<file path="src/rtl/or1200_keccak_pkg.sv">
// Shared encodings and state type for the or1200 l.cust5 <-> Keccak-f transfer unit.
package or1200_keccak_pkg;

    localparam logic [4:0] KC_OP_START  = 5'b00100;
    localparam logic [4:0] KC_OP_MIDDLE = 5'b00010;
    localparam logic [4:0] KC_OP_END    = 5'b00001;
    localparam logic [4:0] KC_OP_READ   = 5'b01000;

    localparam int KECCAK_LANES = 25;

    typedef enum logic [2:0] {
        IDLE,
        ABSORB,
        LAUNCH,
        PERM,
        READY
    } kc_state_e;

endpackage

</file>
<file path="src/rtl/or1200_keccak_lane_pack.sv">
// Word-to-lane accumulator: packs DW-bit words little-endian into LANE_W-bit lanes,
// emits each completed lane one cycle after its last word and zero-pads a partial lane on flush.
module or1200_keccak_lane_pack #(
    parameter int DW         = 32,
    parameter int LANE_W     = 64,
    parameter int RATE_LANES = 17
) (
    input  logic              clk,
    input  logic              rst,
    input  logic              word_we,
    input  logic              restart,
    input  logic [DW-1:0]     word_data,
    input  logic              flush,
    output logic              full,
    output logic              partial,
    output logic              absorb_we,
    output logic [4:0]        absorb_idx,
    output logic [LANE_W-1:0] absorb_lane
);

    localparam int WPL       = LANE_W / DW;
    localparam int MAX_WORDS = RATE_LANES * WPL;
    localparam int CNT_W     = $clog2(MAX_WORDS + 1);
    localparam int K_W       = (WPL > 1) ? $clog2(WPL) : 1;

    logic [CNT_W-1:0]  cnt;
    logic [CNT_W-1:0]  cnt_eff;
    logic [K_W-1:0]    k;
    logic [4:0]        lane_no;
    logic [LANE_W-1:0] acc;
    logic [LANE_W-1:0] acc_eff;
    logic [LANE_W-1:0] acc_nxt;
    logic              store;
    logic              lane_done;

    // A restarting word behaves as word 0 of an empty block.
    always_comb begin
        cnt_eff = restart ? '0 : cnt;
        acc_eff = restart ? '0 : acc;
        k       = K_W'(cnt_eff % CNT_W'(WPL));
        lane_no = 5'(cnt_eff / CNT_W'(WPL));
        acc_nxt = acc_eff;
        acc_nxt[k*DW +: DW] = word_data;
        store     = word_we && !full;
        lane_done = store && (k == K_W'(WPL - 1));
    end

    assign full    = (cnt_eff == CNT_W'(MAX_WORDS));
    assign partial = (cnt % CNT_W'(WPL)) != '0;

    always_ff @(posedge clk or posedge rst) begin
        if (rst) begin
            cnt         <= '0;
            acc         <= '0;
            absorb_we   <= 1'b0;
            absorb_idx  <= '0;
            absorb_lane <= '0;
        end else begin
            absorb_we <= 1'b0;
            if (flush && partial) begin
                absorb_we   <= 1'b1;
                absorb_idx  <= lane_no;
                absorb_lane <= acc;
                acc         <= '0;
            end else if (store) begin
                cnt <= cnt_eff + 1'b1;
                if (lane_done) begin
                    absorb_we   <= 1'b1;
                    absorb_idx  <= lane_no;
                    absorb_lane <= acc_nxt;
                    acc         <= '0;
                end else begin
                    acc <= acc_nxt;
                end
            end
        end
    end

endmodule

</file>
<file path="src/rtl/or1200_keccak_xfer.sv">
// l.cust5 transfer unit: absorb sequencing, permutation launch/stall and indexed squeeze reads
// between the or1200 pipeline and an external Keccak-f core.
module or1200_keccak_xfer
    import or1200_keccak_pkg::*;
#(
    parameter int DW         = 32,
    parameter int LANE_W     = 64,
    parameter int RATE_LANES = 17,
    parameter int IDX_W      = 6
) (
    input  logic              clk,
    input  logic              rst,
    input  logic              cmd_valid,
    input  logic [4:0]        cmd_op,
    input  logic [DW-1:0]     cmd_data,
    input  logic [IDX_W-1:0]  cmd_idx,
    output logic              cmd_ready,
    output logic              rd_valid,
    output logic [DW-1:0]     rd_data,
    output logic              absorb_we,
    output logic [4:0]        absorb_idx,
    output logic [LANE_W-1:0] absorb_lane,
    output logic              perm_start,
    input  logic              perm_done,
    output logic [4:0]        squeeze_idx,
    input  logic [LANE_W-1:0] squeeze_lane,
    output logic              busy,
    output logic              err
);

    localparam int WPL = LANE_W / DW;
    localparam int K_W = (WPL > 1) ? $clog2(WPL) : 1;

    kc_state_e        state;
    kc_state_e        state_nxt;
    logic             cmd_acc;
    logic             word_we;
    logic             restart;
    logic             flush;
    logic             full;
    logic             partial;
    logic             err_set;
    logic             err_clr;
    logic             rd_go;
    logic             idx_ok;
    logic [K_W-1:0]   word_sel;
    logic [DW-1:0]    rd_word;
    logic             launch_vld_p1;

    assign cmd_ready   = (state != LAUNCH) && (state != PERM);
    assign busy        = (state == ABSORB) || (state == LAUNCH) || (state == PERM);
    assign cmd_acc     = cmd_valid && cmd_ready;
    assign squeeze_idx = 5'(cmd_idx / IDX_W'(WPL));
    assign word_sel    = K_W'(cmd_idx % IDX_W'(WPL));
    assign idx_ok      = 32'(cmd_idx) < 32'(KECCAK_LANES * WPL);
    assign rd_word     = squeeze_lane[word_sel*DW +: DW];

    always_comb begin
        state_nxt = state;
        word_we   = 1'b0;
        restart   = 1'b0;
        flush     = 1'b0;
        err_set   = 1'b0;
        err_clr   = 1'b0;
        rd_go     = 1'b0;
        case (state)
            IDLE, READY: begin
                if (cmd_acc) begin
                    case (cmd_op)
                        KC_OP_START: begin
                            state_nxt = ABSORB;
                            word_we   = 1'b1;
                            restart   = 1'b1;
                            err_clr   = 1'b1;
                        end
                        KC_OP_MIDDLE, KC_OP_END: err_set = 1'b1;
                        KC_OP_READ: begin
                            rd_go   = 1'b1;
                            err_set = !idx_ok;
                        end
                        default: ;
                    endcase
                end
            end
            ABSORB: begin
                if (cmd_acc) begin
                    case (cmd_op)
                        KC_OP_START: begin
                            word_we = 1'b1;
                            restart = 1'b1;
                            err_set = 1'b1;
                        end
                        KC_OP_MIDDLE: word_we = 1'b1;
                        KC_OP_END: begin
                            word_we   = 1'b1;
                            state_nxt = LAUNCH;
                        end
                        KC_OP_READ: err_set = 1'b1;
                        default: ;
                    endcase
                end
            end
            LAUNCH: begin
                flush     = 1'b1;
                state_nxt = PERM;
            end
            PERM: begin
                if (perm_done) state_nxt = READY;
            end
            default: state_nxt = IDLE;
        endcase
        // A word arriving with the rate already filled is dropped.
        if (word_we && full) err_set = 1'b1;
    end

    or1200_keccak_lane_pack #(
        .DW         (DW),
        .LANE_W     (LANE_W),
        .RATE_LANES (RATE_LANES)
    ) u_lane_pack (
        .clk         (clk),
        .rst         (rst),
        .word_we     (word_we),
        .restart     (restart),
        .word_data   (cmd_data),
        .flush       (flush),
        .full        (full),
        .partial     (partial),
        .absorb_we   (absorb_we),
        .absorb_idx  (absorb_idx),
        .absorb_lane (absorb_lane)
    );

    // perm_start trails the last lane write by one cycle, so a flush delays it by one more.
    always_ff @(posedge clk or posedge rst) begin
        if (rst) begin
            state         <= IDLE;
            err           <= 1'b0;
            rd_valid      <= 1'b0;
            rd_data       <= '0;
            perm_start    <= 1'b0;
            launch_vld_p1 <= 1'b0;
        end else begin
            state         <= state_nxt;
            perm_start    <= launch_vld_p1;
            launch_vld_p1 <= 1'b0;
            if (state == LAUNCH) begin
                if (partial) launch_vld_p1 <= 1'b1;
                else         perm_start    <= 1'b1;
            end
            if (err_clr)      err <= 1'b0;
            else if (err_set) err <= 1'b1;
            rd_valid <= rd_go;
            if (rd_go) rd_data <= idx_ok ? rd_word : '0;
        end
    end

endmodule

</file>
<file path="config.mk">
export PLATFORM = sky130hd
export DESIGN_NAME = or1200_keccak_xfer
export DESIGN_NICKNAME = d
export VERILOG_FILES = /design/src/rtl/or1200_keccak_pkg.sv /design/src/rtl/or1200_keccak_lane_pack.sv /design/src/rtl/or1200_keccak_xfer.sv
export SDC_FILE = /design/constraint.sdc
export NUM_CORES = 1
export LEC_CHECK = 0
export CORE_UTILIZATION = 55
export CTS_BUF_LIST = sky130_fd_sc_hd__clkbuf_8
export DETAILED_ROUTE_END_ITERATION = 8
export HOLD_SLACK_MARGIN = 0.12
export PLACE_DENSITY = 0.85
export SYNTH_ARGS = -nofsm -noshare
export SYNTH_HDL_FRONTEND = slang
export SYNTH_HIERARCHICAL = 1
export SYNTH_SLANG_ARGS = --single-unit
</file>
<file path="constraint.sdc">
create_clock -name clk -period 13.6 [get_ports clk]
set_input_delay 2.72 -clock clk [delete_from_list [all_inputs] [get_ports clk]]
set_output_delay 2.72 -clock clk [all_outputs]
set_load 0.01 [all_outputs]
</file>
==> metrics.txt, run 1 <==
status=completed; cell mode on critical path=clkdlybuf4s50_1; worst-margin pin slew=1200 ps; least setup slack across all paths after layout=about 7100 ps; Mapped Nets=about 840; count of inserted antenna diode cells=0; number of distinct standard cells referenced by the synthesized netlist=52; shortest clock period the worst path allows after layout=6540 ps; yosys synthesis warning count=6; Lkg Pwr=5.12 nW; routed wirelength normalized by instance count=approximately 18 um; Die X=128 um; synthesized netlist cell count=722; Synth Area in Simple Gates=between 10% and 20%; Largest delay share family, worst path=buffers and inverters; number of global-route vias before repair=between 6,000 and 7,000; Row Count=45; classification of the worst-slack hold path=reg -> reg; Std-Cell Core Area=15,300 um2; maximum single-stage delay on the critical path=roughly 570 ps; count of flip-flops with a built-in enable after synthesis=0; post_cts resized=0; area added between synthesis and finish=30.2%; unrepaired setup endpoints after global routing=no; power density over the cells=171 nW/um2; post-route cell area=between 10,000 and 15,000 um2; Port-buffer cells=222; critical-path cell with the highest stage delay=clkdlybuf4s50_1; Die Y=128 um; insertion delay to the later sink of the worst-skew pair=460 ps; half-perimeter wire length after detailed placement=14,000 um; met3 track utilization from global routing=5.47%; peak-usage layer in the global routing report=met2; met2 track demand over resource=43.9%; Final TNS setup=0 ps; worst vdd ir=0.104 mV; maximum frequency from static timing analysis=0.153 GHz; Final Core Density=between 70% and 80%; Setup CP Type=in -> out; Setup-failing EPs final=0; worst setup timing slack at the placement stage=roughly 6700 ps; FFs w/ async S/R, synth=100%; met1 demand-to-capacity share in global routing=35.0%; main combinational cell family by area after synthesis=multiplexers; Slew Limit Fails=0; Placed Area=11,000 um2; number of hold buffers added after cts=0; area fraction in compound gates after synthesis=5.95%; crit-path cells=clkdlybuf4s50_1 -> clkdlybuf4s50_1; share of cells above drive strength 1=18.5%; all-layer global routing usage=26.7%; Post-CTS Repair Setup Buffers=0; Clock Skews=12.7 ps; sequential share of the synthesized area=51.4%; Initial Utilization=56.9%; Clock Tree Root=clkbuf_8; ratio of final minimum period to clock period=48.1%; number of DRC markers in iteration 0=389; final global-route overflow total=0; TritonCTS clock tree=built; # DRC=0; share of cell area taken by muxes after synthesis=23.4%; post-synthesis instance area=8710 um2; worst-path fanout max=2; Relative slew margins=slightly above 20%; buffers plus inverters on the worst setup path=2; maximum buffer depth of the clock tree=2; Post-synth top flop=dfrtp_1; drt total wl=20,600 um; Via density=5.45; Arr. time, crit path=between 3000 and 4000 ps; xor/xnor share of the synthesized area=less than 1%; number of antenna violations at the first check in global routing=0; power consumption=1.94 mW; nature of the critical path endpoint=output pin; first-pass GRT wire length=33,600 um; adder-cell share of the synthesized area=0.287%; number of maximum-capacitance constraint violations=0; global placer's final weighted congestion=0.812; number of nets in the layout=1,029; largest net degree at the start of global routing=79; Num Clock Sinks=between 150 and 200; Worst Setup Start Kind=primary input; overall die area=about 16,000 um2; final count of hold timing violations=0; number of levels in the clock H-tree=4; Required @ worst endpoint=10,880 ps; clock transition time at the flip-flop clock pins of the worst setup and hold paths=80 ps; post-synthesis register bit count=179; number of clock buffers inserted by TritonCTS=17; Post-Synthesis Mean Instance Area=12.1 um2; antenna viol nets, final=0; count of vias placed by the detailed router=roughly 6,200; boundary pin count=223; first-pass iteration count of the detailed router=5
-- final cells by class --
| type | instances | area [um2] |
|---|---|---|
| fillers | 1037 | 3970 |
| flip-flops and latches | 179 | 4480 |
| inverters | 9 | 38.8 |
| clock buffers | 19 | 262 |
| well taps | 211 | 264 |
| clock inverters | 12 | 108 |
| repair buffers | 232 | 2300 |
| multi-input cells | 477 | 3890 |
-- cells in the final DEF (no fill, tap or decap), types with 3 or more instances in the layout --
cell             count
and2_1              66
dfrtp_1            179
clkinv_4             3
or3b_1               3
mux2_1              10
clkbuf_8            19
clkdlybuf4s50_1    222
nor2_1              44
o211ai_1             3
mux2_4              67
a31oi_1              4
o21ai_0              8
nand3_1             36
mux2i_1             33
inv_6                3
a22o_1              31
inv_1                9
nand2b_1             3
clkinv_2             3
buf_4               10
nor2b_1              6
nand2_1             70
mux2_2              52
-- path summary, 6_finish.rpt --
path                                                     to  depth (start not counted)  slack [ps]         from
max in group asynchronous                u_lane_pack/acc[5]                          3        9520          rst
worst max-delay path                         squeeze_idx[1]                          2        7060   cmd_idx[2]
worst min-delay path                            rd_data[14]                          2         470  rd_data[14]
worst min register to register                  rd_data[14]                          2         470  rd_data[14]
min in group asynchronous       u_lane_pack/absorb_lane[59]                          2        2730          rst
worst max register to register  u_lane_pack/absorb_lane[26]                         10        9460     state[2]
-- through the flow --
| step | instances | hold WS (ps) |
|---|---|---|
| CTS | 1139 | 474 |
| global placement | 1108 | 450 |
| finish | 1139 | 468 |
| floorplan | 722 | 412 |
| detailed placement | 1108 | 447 |
| global route | 1139 | 491 |
-- kinds of logic (layout without fill, tap and decap cells) --
group / count (synthesis) / in the layout
AOI/OAI and AO/OA: 66 / 66
xor gates and xnor gates: 1 / 1
adders and majority gates: 2 / 2
buffers and inverters: 66 / 272
DFF: 179 / 179
muxes: 162 / 162
and+or+nand+nor: 246 / 246
-- synthesized netlist by cell type, types with 3 or more instances --
master    instances  area share [%]
nor2b_1           6            0.43
buf_4             7            0.60
nand2b_1          3            0.22
a22o_1           31             3.1
and2_1           67             4.8
o211ai_1          3            0.26
clkbuf_1         23            0.99
a31oi_1           4            0.29
mux2_1           10             1.3
o21ai_0           9            0.52
nand2_1          70             3.0
mux2i_1          33             3.8
buf_6            11             1.4
mux2_4           67              12
buf_2            16            0.92
mux2_2           52             6.7
or3b_1            3            0.30
nor2_1           45             1.9
nand3_1          36             2.1
inv_1             9            0.39
dfrtp_1         179              51
-- flip-flops by register name, summed over array words and instances (netlist names) --
| signal | cells |
|---|---|
| u_lane_pack/acc | 64 |
| err | 1 |
| u_lane_pack/absorb_we | 1 |
| u_lane_pack/absorb_lane | 64 |
| u_lane_pack/cnt | 6 |
| u_lane_pack/absorb_idx | 5 |
| rd_valid | 1 |
| state | 3 |
| launch_vld_p1 | 1 |
| perm_start | 1 |
| rd_data | 32 |
-- per-layer routing --
| metal | vias to the layer above | wire length (um) |
|---|---|---|
| li1 | 2869 | - |
| met1 | 3090 | 8960 |
| met4 | 0 | 460 |
| met5 | - | 0 |
| met3 | 34 | 1250 |
| met2 | 217 | 9930 |
-- power by group --
group | internal, mW | switching [mW] | leakage [nW] | total [mW]
logic | 0.470 | 0.330 | 2.52 | 0.800
clock network | 0.154 | 0.190 | 0.190 | 0.343
registers | 0.691 | 0.109 | 2.41 | 0.800
No activity file was read; power rests on OpenSTA's default activity.
==> run 2: changes to the inputs <==
--- a/config.mk
+++ b/config.mk
@@ -5,11 +5,11 @@
 export SDC_FILE = /design/constraint.sdc
 export NUM_CORES = 1
 export LEC_CHECK = 0
-export CORE_UTILIZATION = 55
+export CORE_UTILIZATION = 46
 export CTS_BUF_LIST = sky130_fd_sc_hd__clkbuf_8
 export DETAILED_ROUTE_END_ITERATION = 8
 export HOLD_SLACK_MARGIN = 0.12
-export PLACE_DENSITY = 0.85
+export PLACE_DENSITY = 0.76
 export SYNTH_ARGS = -nofsm -noshare
 export SYNTH_HDL_FRONTEND = slang
 export SYNTH_HIERARCHICAL = 1
==> constraint.sdc (replaced) <==
create_clock -name clk -period 5.8 [get_ports clk]
set_input_delay 1.16 -clock clk [delete_from_list [all_inputs] [get_ports clk]]
set_output_delay 1.16 -clock clk [all_outputs]
set_load 0.01 [all_outputs]
==> metrics.txt, run 2 (synthesized netlist as in run 1, its figures left out) <==
power consumption=4.65 mW (+140%); area added between synthesis and finish=31.2%; Largest delay share family, worst path=compound AO/OA/AOI/OAI gates; first-pass iteration count of the detailed router=4 (-1); Die Y=140 um (+9.2%); # DRC=0 (unchanged); unrepaired setup endpoints after global routing=no; nature of the critical path endpoint=flip-flop; Die X=140 um (+9.2%); Final Core Density=62.5% (-12 points); buffers plus inverters on the worst setup path=4 (+2); number of logic stages on the critical path including buffering=12 (+10); shortest clock period the worst path allows after layout=4460 ps; number of cells after detailed placement=1,128 (+1.8%); leading registers by flop count=u_lane_pack/absorb_lane (64), u_lane_pack/acc (64), rd_data (32); number of DRC markers in iteration 0=347 (-11%); most used cells in the layout excluding fill and tap cells=222 x clkdlybuf4s50_1, 179 x dfrtp_1, 70 x nand2_1; power density over the cells=407 nW/um2 (+140%); maximum single-stage delay on the critical path=810 ps (+240 ps); first-pass GRT wire length=34,300 um (+1.9%); worst-margin pin slew=1150 ps (-43.6 ps); clock transition time at the flip-flop clock pins of the worst setup and hold paths=80 ps (about the same); critical-path cell with the highest stage delay=a21o_4; final std cells w/o fill=1,157 (+1.6%); share of cells above drive strength 1=18.6% (+0.11 points); Clock Tree Root=clkbuf_8; number of maximum-capacitance constraint violations=0 (unchanged); worst vdd ir=0.275 mV (+170%); final count of hold timing violations=0 (unchanged); count of vias placed by the detailed router=6,158 (-0.84%); Via density=5.32 (-2.4%); drt total wl=21,000 um (+1.9%); final global-route overflow total=0 (unchanged); overall die area=19,500 um2 (+19%); worst-path fanout max=57 (+55); global placer's final weighted congestion=0.809 (-0.44%); number of nets in the layout=1,031 (+0.19%); post-route cell area=11,400 um2 (+0.74%); Slew Limit Fails=0 (unchanged); ratio of final minimum period to clock period=77.0%; maximum frequency from static timing analysis=0.224 GHz; Std-Cell Core Area=18,300 um2 (+19%); cells on worst reg2reg path=6 (-4); Lkg Pwr=5.16 nW (+0.68%); Initial Utilization=47.7% (-9.2 points); Arr. time, crit path=4790 ps (+970 ps); Relative slew margins=23.2% (+2.9 points); crit-path cells=clkdlybuf4s50_1 -> inv_1 -> a211oi_1 -> nor2b_1 -> buf_4 -> nor2b_1 -> ha_1 -> nand4bb_4 -> o21a_2 -> a21o_4 -> buf_4 -> mux2_4; largest net degree at the start of global routing=104 (+32%); boundary pin count=223 (unchanged); Num Clock Sinks=179 (unchanged); Final TNS setup=0 ps (unchanged); number of antenna violations at the first check in global routing=0 (unchanged); number of hold buffers added after cts=0 (unchanged); Setup-failing EPs final=0 (unchanged); Required @ worst endpoint=6120 ps (-4760 ps); commonest non-fill, non-tap cell in the layout=clkdlybuf4s50_1; worst reg-to-reg setup slack=1930 ps (-7530 ps); number of levels in the clock H-tree=4 (unchanged); count of inserted antenna diode cells=0 (unchanged); Row Count=49 (+8.9%); all-layer global routing usage=22.3% (-4.4 points); routed wirelength normalized by instance count=18.1 um (+0.35%); Clock Skews=10.1 ps (-2.60 ps); classification of the worst-slack hold path=reg -> reg; Port-buffer cells=222 (unchanged); number of clock buffers inserted by TritonCTS=17 (unchanged); Post-CTS Repair Setup Buffers=0 (unchanged); TritonCTS clock tree=built; half-perimeter wire length after detailed placement=14,000 um (-0.14%); insertion delay to the later sink of the worst-skew pair=450 ps (about the same); number of global-route vias before repair=6,282 (-2.5%); maximum buffer depth of the clock tree=2 (unchanged); post_cts resized=0 (unchanged); Placed Area=11,000 um2 (+0.34%); cell count of the worst hold path=2 (unchanged); Worst Setup Start Kind=primary input; Setup CP Type=in -> reg; status=completed; antenna viol nets, final=0 (unchanged)
==> run 2: changes by cell type in the layout (fill, tap and decap cells not counted), sizes merged <==
cell	previous run	this run
buf	10	12
bufinv	1	3
clkbuf	19	21
clkinv	6	4
clkinvlp	2	0
inv	12	10
==> run 2: final cells by class <==
cell class / count / area, um2
Timing Repair Buffer: 234 / 2310
Multi-Input combinational cell: 477 / 3890
Tap cell: 229 / 287
Inverter: 9 / 38.8
Clock inverter: 8 / 126
Sequential cell: 179 / 4480
Fill cell: 1488 / 6850
Clock buffer: 21 / 289
==> run 2: final timing paths <==
check	start	endpoint
worst min register to register	launch_vld_p1	perm_start
worst min-delay path	launch_vld_p1	perm_start
worst max-delay path	cmd_valid	u_lane_pack/absorb_lane[19]
min in group asynchronous	rst	rd_data[19]
max in group asynchronous	rst	u_lane_pack/acc[21]
worst max register to register	state[2]	u_lane_pack/absorb_lane[19]
==> run 2: report_power, final <==
group | switching, mW | total [mW] | internal [mW]
Clock | 0.432 | 0.899 | 0.467
Sequential | 0.244 | 1.86 | 1.62
Combinational | 0.784 | 1.89 | 1.10
Total | 1.46 | 4.65 | 3.19
==> run 2: worst reg2reg max path, cell delays in order, from the launching register on <==
cell	delay, ps
dfrtp_1	460
nand2b_1	260
nor2_1	580
and2_2	810
a21o_4	870
buf_4	450
mux2_4	340
==> run 2: layer usage <==
metal	global-route usage, %	vias up	wire length, um
li1	-	2870	-
met2	36.3	157	10200
met1	30.0	3105	9370
met4	7.35	0	398
met5	0	-	0
met3	4.44	26	1060
==> run 2: per-stage QoR <==
| stage | hold slack (ps) | setup WS [ps] |
|---|---|---|
| after global placement | 422 | 1000 |
| after global routing | 486 | 1150 |
| final | 458 | 1340 |
| after floorplan | 412 | 887 |
| after CTS | 463 | 1380 |
| after detailed placement | 438 | 925 |
